--- config.mk ---
export PLATFORM = sky130hd
export DESIGN_NAME = fetch_unit
export DESIGN_NICKNAME = d
export VERILOG_FILES = /design/src/rtl/fetch_unit.sv
export SDC_FILE = /design/constraint.sdc
export NUM_CORES = 1
export LEC_CHECK = 0
export BUFFER_PORTS_ARGS = -buffer_cell sky130_fd_sc_hd__buf_2
export CORE_MARGIN = 2
export CORE_UTILIZATION = 50
export DETAILED_ROUTE_END_ITERATION = 12
export PLACE_DENSITY = 0.74
export SETUP_SLACK_MARGIN = 0.5
export SYNTH_ARGS = -nofsm -noshare
export SYNTH_HDL_FRONTEND = slang
export SYNTH_SLANG_ARGS = --single-unit
--- constraint.sdc ---
create_clock -name clk -period 2.45 [get_ports clk]
set_clock_uncertainty 0.05 [all_clocks]
set_input_delay 0.1225 -clock clk [delete_from_list [all_inputs] [get_ports clk]]
set_output_delay 0.1225 -clock clk [all_outputs]
set_load 0.05 [all_outputs]
--- src/rtl/fetch_unit.sv ---
// Instruction fetch stage: issues 16-bit fetches over a request/ack memory port
// and writes the IF/ID register, handling stalls, redirects, squash and HLT.
module fetch_unit (
  input  logic        clk,
  input  logic        rst,
  output logic        imem_req,
  output logic [15:0] imem_addr,
  input  logic        imem_ack,
  input  logic [15:0] imem_data,
  input  logic        stall,
  input  logic        redirect,
  input  logic [15:0] redirect_pc,
  output logic [15:0] pc_in,
  output logic [15:0] IF_instr,
  output logic        IF_inval,
  output logic        ifid_wen,
  output logic        halted
);

  typedef enum logic [1:0] {StIdle, StFetch, StHold, StHalt} state_e;

  state_e      r_state, w_state_d;
  logic [15:0] r_pc, w_pc_d;
  logic [15:0] r_held, w_held_d;
  logic [15:0] r_req_addr, w_req_addr_d;
  logic        r_squash, w_squash_d;
  logic [15:0] w_pc_plus2;
  logic [15:0] w_redir_pc;

  assign w_pc_plus2 = r_pc + 16'd2;
  assign w_redir_pc = {redirect_pc[15:1], 1'b0};

  always_ff @(posedge clk or posedge rst) begin
    if (rst) begin
      r_state    <= StIdle;
      r_pc       <= 16'h0000;
      r_held     <= 16'h0000;
      r_req_addr <= 16'h0000;
      r_squash   <= 1'b0;
    end else begin
      r_state    <= w_state_d;
      r_pc       <= w_pc_d;
      r_held     <= w_held_d;
      r_req_addr <= w_req_addr_d;
      r_squash   <= w_squash_d;
    end
  end

  always_comb begin
    w_state_d    = r_state;
    w_pc_d       = r_pc;
    w_held_d     = r_held;
    w_req_addr_d = r_req_addr;
    w_squash_d   = r_squash;
    imem_req     = 1'b0;
    // A squashed request keeps its original address on the bus until acked.
    imem_addr    = r_squash ? r_req_addr : r_pc;
    pc_in        = w_pc_plus2;
    IF_instr     = 16'h0000;
    IF_inval     = 1'b1;
    ifid_wen     = ~stall;
    halted       = 1'b0;

    case (r_state)
      StIdle: begin
        ifid_wen  = 1'b0;
        w_state_d = StFetch;
      end

      StFetch: begin
        imem_req = 1'b1;
        if (redirect) begin
          w_pc_d     = w_redir_pc;
          w_squash_d = ~imem_ack;
          if (!imem_ack && !r_squash) w_req_addr_d = r_pc;
        end else if (imem_ack) begin
          if (r_squash) begin
            w_squash_d = 1'b0;
          end else begin
            IF_instr = imem_data;
            IF_inval = 1'b0;
            if (stall) begin
              w_held_d  = imem_data;
              w_state_d = StHold;
            end else if (imem_data[15:12] == 4'hF) begin
              w_state_d = StHalt;
            end else begin
              w_pc_d = w_pc_plus2;
            end
          end
        end
      end

      StHold: begin
        if (redirect) begin
          w_pc_d    = w_redir_pc;
          w_state_d = StFetch;
        end else begin
          IF_instr = r_held;
          IF_inval = 1'b0;
          if (!stall) begin
            if (r_held[15:12] == 4'hF) begin
              w_state_d = StHalt;
            end else begin
              w_pc_d    = w_pc_plus2;
              w_state_d = StFetch;
            end
          end
        end
      end

      StHalt: begin
        halted = 1'b1;
        if (redirect) begin
          w_pc_d    = w_redir_pc;
          w_state_d = StFetch;
        end
      end

      default: w_state_d = StIdle;
    endcase
  end

endmodule

==> results of run 1 <==
## synth_stat cells (3+ instances only)
| cell | n | area, sq um |
|---|---|---|
| ha_1 | 5 | 62.6 |
| a21oi_1 | 9 | 45.0 |
| nor4_1 | 5 | 31.3 |
| dfrtp_1 | 49 | 1230 |
| xnor2_1 | 8 | 70.1 |
| a22oi_1 | 17 | 128 |
| nor2_1 | 15 | 56.3 |
| mux2_2 | 43 | 484 |
| xor2_1 | 5 | 43.8 |
| nor3_1 | 5 | 25.0 |
| nand2_1 | 16 | 60.1 |
| nand3_1 | 5 | 25.0 |
| o22ai_1 | 4 | 25.0 |
| clkbuf_1 | 8 | 30.0 |
| nand2b_1 | 3 | 18.8 |
| a2111oi_0 | 3 | 26.3 |
| a31oi_1 | 7 | 43.8 |
| mux2i_1 | 3 | 30.0 |
| buf_2 | 6 | 30.0 |
| o31ai_1 | 4 | 30.0 |
| buf_4 | 5 | 37.5 |
| nor2b_1 | 19 | 119 |
| inv_1 | 7 | 26.3 |
| o2111a_1 | 3 | 33.8 |
| buf_6 | 3 | 33.8 |
| o21ai_0 | 10 | 50.1 |
| o22a_1 | 4 | 35.0 |
## logic make-up after synthesis
| kind of cell | Yosys count |
|---|---|
| buf+inv | 32 |
| compound gates | 75 |
| simple gates | 81 |
| other cells | 1 |
| mux | 46 |
| flops | 49 |
| xor+xnor | 13 |
| fa+ha+maj | 5 |
## cell type report
class	count	area (sq um)
tap	75	93.8
timing repair buffer	129	953
multi-input combinational	222	2140
sequential	49	1240
inverter	7	28.8
clock buffer	7	86.3
clock inverter	1	30.0
fill	390	1390
## what timing repair did
action | CTS | global route
pin swaps | 5 | 3
hold buffers | 2 | 0
gates cloned | 1 | 0
endpoints found under the setup margin | 46 | 49
endpoints found under the hold margin | 12 | 0
gates resized for setup | 87 | 39
setup buffers | 16 | 9
## state kept, by name (all words and copies together) (netlist names)
name        count
r_held         16
r_pc           15
r_req_addr     15
r_state         2
r_squash        1
## cell usage in the layout, fill, tap and decap left out, types with 4 or more instances in the layout
| cell type | n |
|---|---|
| nor2_1 | 14 |
| dfrtp_1 | 36 |
| nand2_1 | 15 |
| clkbuf_8 | 6 |
| mux2_2 | 43 |
| a22oi_2 | 14 |
| xnor2_1 | 4 |
| nor2b_2 | 6 |
| a31oi_1 | 7 |
| nand3_1 | 4 |
| a21oi_1 | 8 |
| dfrtp_2 | 13 |
| buf_4 | 36 |
| o22a_1 | 4 |
| o21ai_0 | 9 |
| nor2b_4 | 11 |
| o31ai_1 | 4 |
| buf_6 | 30 |
| inv_1 | 4 |
| buf_2 | 59 |
| ha_4 | 4 |
## per-layer routing
layer / part of all wire / vias up / track usage
met5: 0 / - / 0
met4: 0.020 / 0 / 0.0969
met3: 0.060 / 17 / 0.0487
met2: 0.51 / 120 / 0.445
met1: 0.41 / 1437 / 0.350
li1: - / 1341 / -
## worst reg2reg max path, delay by kind of cell (launching register included)
| family | cells | cell delay (ns) |
|---|---|---|
| AOI/OAI and AO/OA | 2 | 0.45 |
| and+or+nand+nor | 2 | 0.67 |
| adders and majority gates | 1 | 0.16 |
| buffers and inverters | 1 | 0.15 |
| DFF | 1 | 0.41 |
## path summary, 6_finish.rpt
check,depth (start not counted),slack [ns],to
min reg2reg,1,0.46,r_req_addr[13]$_DFFE_PP0P_
max,5,0.41,pc_in[13]
min in group asynchronous,3,0.23,r_req_addr[2]$_DFFE_PP0P_
max in group asynchronous,4,1.55,r_pc[9]$_DFFE_PP0P_
max reg2reg,6,0.50,r_pc[13]$_DFFE_PP0P_
min,2,0.005,r_held[10]$_DFFE_PP0P_
## power groups by stage
stage / Clock [mW] / Combinational [mW] / Sequential [mW]
final: 0.611 / 4.88 / 1.63
after global routing: 0.643 / 5.13 / 1.67
after CTS: 0.611 / 4.53 / 1.60
after detailed placement: 0 / 4.04 / 1.67
after global placement: 0 / 3.98 / 1.64
after floorplan: 0 / 3.46 / 1.46
## per-stage QoR
| stage | utilization | cells | hold slack, ns |
|---|---|---|---|
| floorplan | - | 303 | 0.162 |
| global placement | 0.638 | 454 | 0.0210 |
| detailed placement | 0.638 | 454 | 0.0247 |
| CTS | 0.733 | 481 | 0.00546 |
| global route | 0.767 | 490 | 0.00248 |
| finish | 0.767 | 490 | 0.00510 |
==> results_dict.tcl, run 1 <==
set metrics [dict create \
    placed_area_sq_um 3800 \
    r2r-start "r_pc[2]$_DFFE_PP0P_" \
    dr.first_iter.drc_count 222 \
    leakagePower_nw 1.96 \
    setup_viol 0 \
    synth_compound_area_frac 0.182 \
    arrival_ns 1.87 \
    crit_chain "ha_4 -> nand3_4 -> or4_4 -> xnor2_4 -> buf_6" \
    critical_path.slowest_cell "or4_4" \
    synth_top_flop_cell "dfrtp_1" \
    cts_tree "built" \
    io_buffers 85 \
    hold_viol 0 \
    hold_start "imem_data[10]" \
    crit_path_max_incr_delay_ns 0.55 \
    synthXorXnorAreaFrac 0.0366 \
    grt_pass1_wl_microns 15000 \
    clk_pin_slew_worst_paths_ns 0.09 \
    synth_seq_cells 49 \
    synth_top_family_by_area "compound AO/OA/AOI/OAI gates" \
    clk_latency_ns 0.31 \
    grt_pass1_vias 2949 \
    drive_above_1_share 0.629 \
    period_share 0.835 \
    hpwl_microns 5540 \
    synthSimpleGateAreaFrac 0.145 \
    routabilityCongestion 0.813 \
    htreeDepth 2 \
    initial_core_util 0.522 \
    dr_total_vias 2915 \
    clock-root-buffer "clkbuf_8" \
    ctsLongestPathBuffers 2 \
    pre_cts_slack_ns 0.208 \
    synth-seq-area-share 0.395 \
    rows 28 \
    grt_usage 0.268 \
    num_antenna_cells 0 \
    synth_enable_flop_cells 0 \
    yosysWarnings 0 \
    rsz0062_at_grt "true" \
    drcViolationCount 0 \
    synth_fa_ha_area_frac 0.0201 \
    fin_crit_ns 2.04 \
    grt_start_max_net_pins 25 \
    setup_ws_ns 0.405 \
    switching_share 0.516 \
    path_delay_family "simple AND/OR/NAND/NOR gates" \
    syn_area_sq_um 3110 \
    io_pins 89 \
    synthCells 302 \
    synth.avg_cell_area_sq_um 10.3 \
    p_clk_frac 0.086 \
    p_total_mw 7.11 \
    wl_microns 9230 \
    endpoint_kind "output port" \
    nets 456 \
    crit_path_start "r_pc[2]$_DFFE_PP0P_" \
    synth_cell_types 52 \
    wl_per_cell_microns 18.8 \
    drv_slew 0 \
    combPwrFrac 0.685 \
    fin_area_sq_um 4570 \
    ant_nets 0 \
    drt_pre_antenna_iters 5 \
    powerDensity_nw_per_um2 1560 \
    tritoncts_num_sinks 49 \
    overflow 0 \
    synthMuxAreaShare 0.166 \
    area_delta_synth_final_pct 47.1 \
    via_per_inst 5.95 \
    tns_ns 0 \
    cts_buffers 5 \
    core_sq_um 5960 \
    fp.dieArea_sq_um 6860 \
    start_kind "register" \
    ir_drop_v 0.00104 \
    synthArstFlopShare 1.00 \
    antenna_found_initial 0 \
    dieWidth_microns 82.8 \
    status "finished clean" \
    p_int_mw 3.44 \
    worstPathMaxFanout 4 \
    path_buf_inv 1 \
    cap_violations 0 \
    p_sw_mw 3.67 \
    seqPwrFrac 0.229 \
    required_ns 2.28 \
    fmax_mhz 489 \
    dieHeight_microns 82.8 \
    hp-class "primary input to register" \
    criticalPathCategory "register to output port" \
]
No activity file was read; power rests on OpenSTA's default activity.
==> run 2, diff against run 1 <==
CORE_UTILIZATION = 47   (was 50)
PLACE_DENSITY = 0.73   (was 0.74)
clock period = 1.8 ns   (was 2.45 ns; I/O delays follow)
==> run 2 against run 1 <==
The flow now stops in 4_1_cts. Area after synthesis unchanged. Synthesized cell count unchanged.
==> results_dict.tcl, run 2 <==
set metrics [dict create \
    cts_buffers 5 \
    routabilityCongestion 0.823 \
    io_pins 89 \
    pre_cts_slack_ns -0.0374 \
    synthArstFlopShare 1.00 \
    io_buffers 85 \
    tritoncts_num_sinks 49 \
    synth_seq_cells 49 \
    htreeDepth 2 \
    status "stopped before the end" \
    synth_enable_flop_cells 0 \
    synth.avg_cell_area_sq_um 10.3 \
    error "[ERROR DPL-0033] detailed placement checks failed during check placement." \
    ctsLongestPathBuffers 2 \
    hold_buffers 14 \
    synth_cell_types 52 \
    dieHeight_microns 85.3 \
    synth_top_flop_cell "dfrtp_1" \
    dieWidth_microns 85.3 \
    syn_area_sq_um 3110 \
    hpwl_microns 6180 \
    cts_resized 265 \
    postCtsSetupRepairBufs 42 \
    yosysTopAreaCellShare 0.395 \
    synthTopCellsByCount "dfrtp_1, mux2_2, nor2b_1" \
    synth-seq-area-share 0.395 \
    synthCells 302 \
    yosysWarnings 0 \
    synth_top_area_cell "dfrtp_1" \
    yosysMostFrequentCell "dfrtp_1" \
    failed_stage "4_1_cts" \
    rows 29 \
    clock-root-buffer "clkbuf_8" \
    yosys-top-cells-area "dfrtp_1, mux2_2, a22oi_1, nor2b_1, xnor2_1" \
    initial_core_util 0.486 \
]
run 2: cell counts after synthesis:
No cell type changed its count.
run 2: cells by family after synthesis:
family,synth area share
buffers and inverters,0.0548
flip-flops,0.395
other,0.00121
AND/OR/NAND/NOR,0.145
adder cells (fa/ha/maj),0.0201
XOR/XNOR,0.0366
AO/OA/AOI/OAI,0.182
multiplexers,0.166
run 2: through the flow:
stage | cells | cell area (sq um) | utilization
floorplan | 303 | 3820 | -
global placement | 485 | 4520 | 0.707
detailed placement | 485 | 4520 | 0.707
==> run 3, diff against run 2 <==
CORE_UTILIZATION = 35   (was 47)
PLACE_DENSITY = not set   (was 0.73)
PLACE_DENSITY_LB_ADDON = 0.15   (was not set)
SETUP_SLACK_MARGIN = not set   (was 0.5)
clock period = 2.3 ns   (was 1.8 ns; I/O delays follow)
==> run 3 against run 2 <==
The flow now finishes without violations.
==> results_dict.tcl, run 3 (same netlist as run 1, synthesis figures left out) <==
set metrics [dict create \
    pre_cts_slack_ns 0.149 \
    nFillCells 869 \
    fin_crit_ns 2.19 \
    leakagePower_nw 1.78 \
    criticalPathCategory "register to output port" \
    tns_ns 0 \
    cts_tree "built" \
    initial_core_util 0.358 \
    grt_usage 0.173 \
    arrival_ns 2.02 \
    io_buffers 85 \
    num_antenna_cells 0 \
    drt_pre_antenna_iters 4 \
    drcViolationCount 0 \
    period_share 0.950 \
    fp.dieArea_sq_um 9650 \
    grt_pass1_wl_microns 13600 \
    hold_viol 0 \
    largestRegisters "r_held (16), r_pc (15), r_req_addr (15)" \
    clock-root-buffer "clkbuf_8" \
    drive_above_1_share 0.480 \
    dr.first_iter.drc_count 104 \
    core_sq_um 8680 \
    setup_viol 0 \
    grt_start_max_net_pins 25 \
    largest_reg_flops 16 \
    overflow 0 \
    fmax_mhz 458 \
    status "finished clean" \
    cap_violations 0 \
    tritoncts_num_sinks 49 \
    multi_input_area_sq_um 1830 \
    clk_latency_ns 0.30 \
    io_pins 89 \
    regArea_sq_um 1230 \
    htreeDepth 2 \
    rsz0062_at_grt "true" \
    hp-class "primary input to register" \
    ant_nets 0 \
    nets 443 \
    dieWidth_microns 98.2 \
    grt_pass1_vias 2701 \
    ir_drop_v 0.000520 \
    cts_buffers 5 \
    layout_common_cells "buf_2, dfrtp_1, mux2_2, buf_4, a22oi_1" \
    via_per_inst 5.23 \
    worstPathMaxFanout 9 \
    ctsLongestPathBuffers 2 \
    drv_slew 0 \
    largest-register "r_held" \
    antenna_found_initial 0 \
    p_total_mw 6.73 \
    place_inst 492 \
    endpoint_kind "output port" \
    wl_microns 8120 \
    clk_pin_slew_worst_paths_ns 0.10 \
    dr_total_vias 2668 \
    stdcell_count 510 \
    whs_ns 0.00630 \
    postCtsSetupRepairBufs 0 \
    dieHeight_microns 98.2 \
    routabilityCongestion 0.824 \
    area_delta_synth_final_pct 31.2 \
    wl_per_cell_microns 15.9 \
    setup_ws_ns 0.115 \
    rows 34 \
    hpwl_microns 5920 \
    start_kind "register" \
    final_common_cell "buf_2" \
    powerDensity_nw_per_um2 1650 \
    required_ns 2.13 \
]
-- run 3: what timing repair did --
| item | in CTS | in global routing |
|---|---|---|
| hold buffers | 10 | 0 |
| endpoints found under the setup margin | 1 | 23 |
| gates resized for setup | 2 | 19 |
| endpoints found under the hold margin | 26 | 0 |
-- run 3: layout make-up --
type / count / area share
repair buffers: 116 / 0.179
clock inverters: 2 / 0.00921
multi-input cells: 222 / 0.450
flip-flops and latches: 49 / 0.302
clock buffers: 6 / 0.0203
inverters: 7 / 0.00645
well taps: 108 / 0.0331
-- run 3: metal layers --
layer / GRT usage / part of all wire
met1: 0.219 / 0.45
met2: 0.306 / 0.49
met3: 0.0351 / 0.050
met4: 0.0400 / 0.0084
met5: 0 / 0
-- run 3: power by group --
group / leakage (nW) / total [mW] / switching (mW) / internal [mW]
combinational: 1.14 / 4.36 / 2.81 / 1.55
clock: 0.0574 / 0.670 / 0.316 / 0.354
sequential: 0.578 / 1.70 / 0.407 / 1.29
total: 1.78 / 6.73 / 3.53 / 3.20
-- run 3: through the flow --
stage	utilization	area (sq um)
floorplan	-	3200
global placement	0.437	3790
detailed placement	0.437	3790
CTS	0.463	4020
global route	0.470	4080
finish	0.470	4080
-- run 3: worst max-delay path: stages, from the launching register on --
cell and delay (ns):
dfrtp_1 0.54, nand4_1 0.32, nor4_1 0.28, buf_4 0.18
xor2_1 0.13, buf_2 0.27
-- run 3: path summary, 6_finish.rpt --
| check | from | endpoint | slack, ns | depth (start not counted) |
|---|---|---|---|---|
| max | r_pc[3]$_DFFE_PP0P_ | pc_in[14] | 0.11 | 5 |
| min | imem_data[0] | r_held[0]$_DFFE_PP0P_ | 0.006 | 2 |
| max reg2reg | r_state[0]$_DFFE_PP0P_ | r_pc[10]$_DFFE_PP0P_ | 0.29 | 6 |
| min reg2reg | r_req_addr[13]$_DFFE_PP0P_ | r_req_addr[13]$_DFFE_PP0P_ | 0.46 | 1 |
| max in group asynchronous | rst | r_pc[9]$_DFFE_PP0P_ | 1.31 | 4 |
| min in group asynchronous | rst | r_held[11]$_DFFE_PP0P_ | 0.30 | 3 |
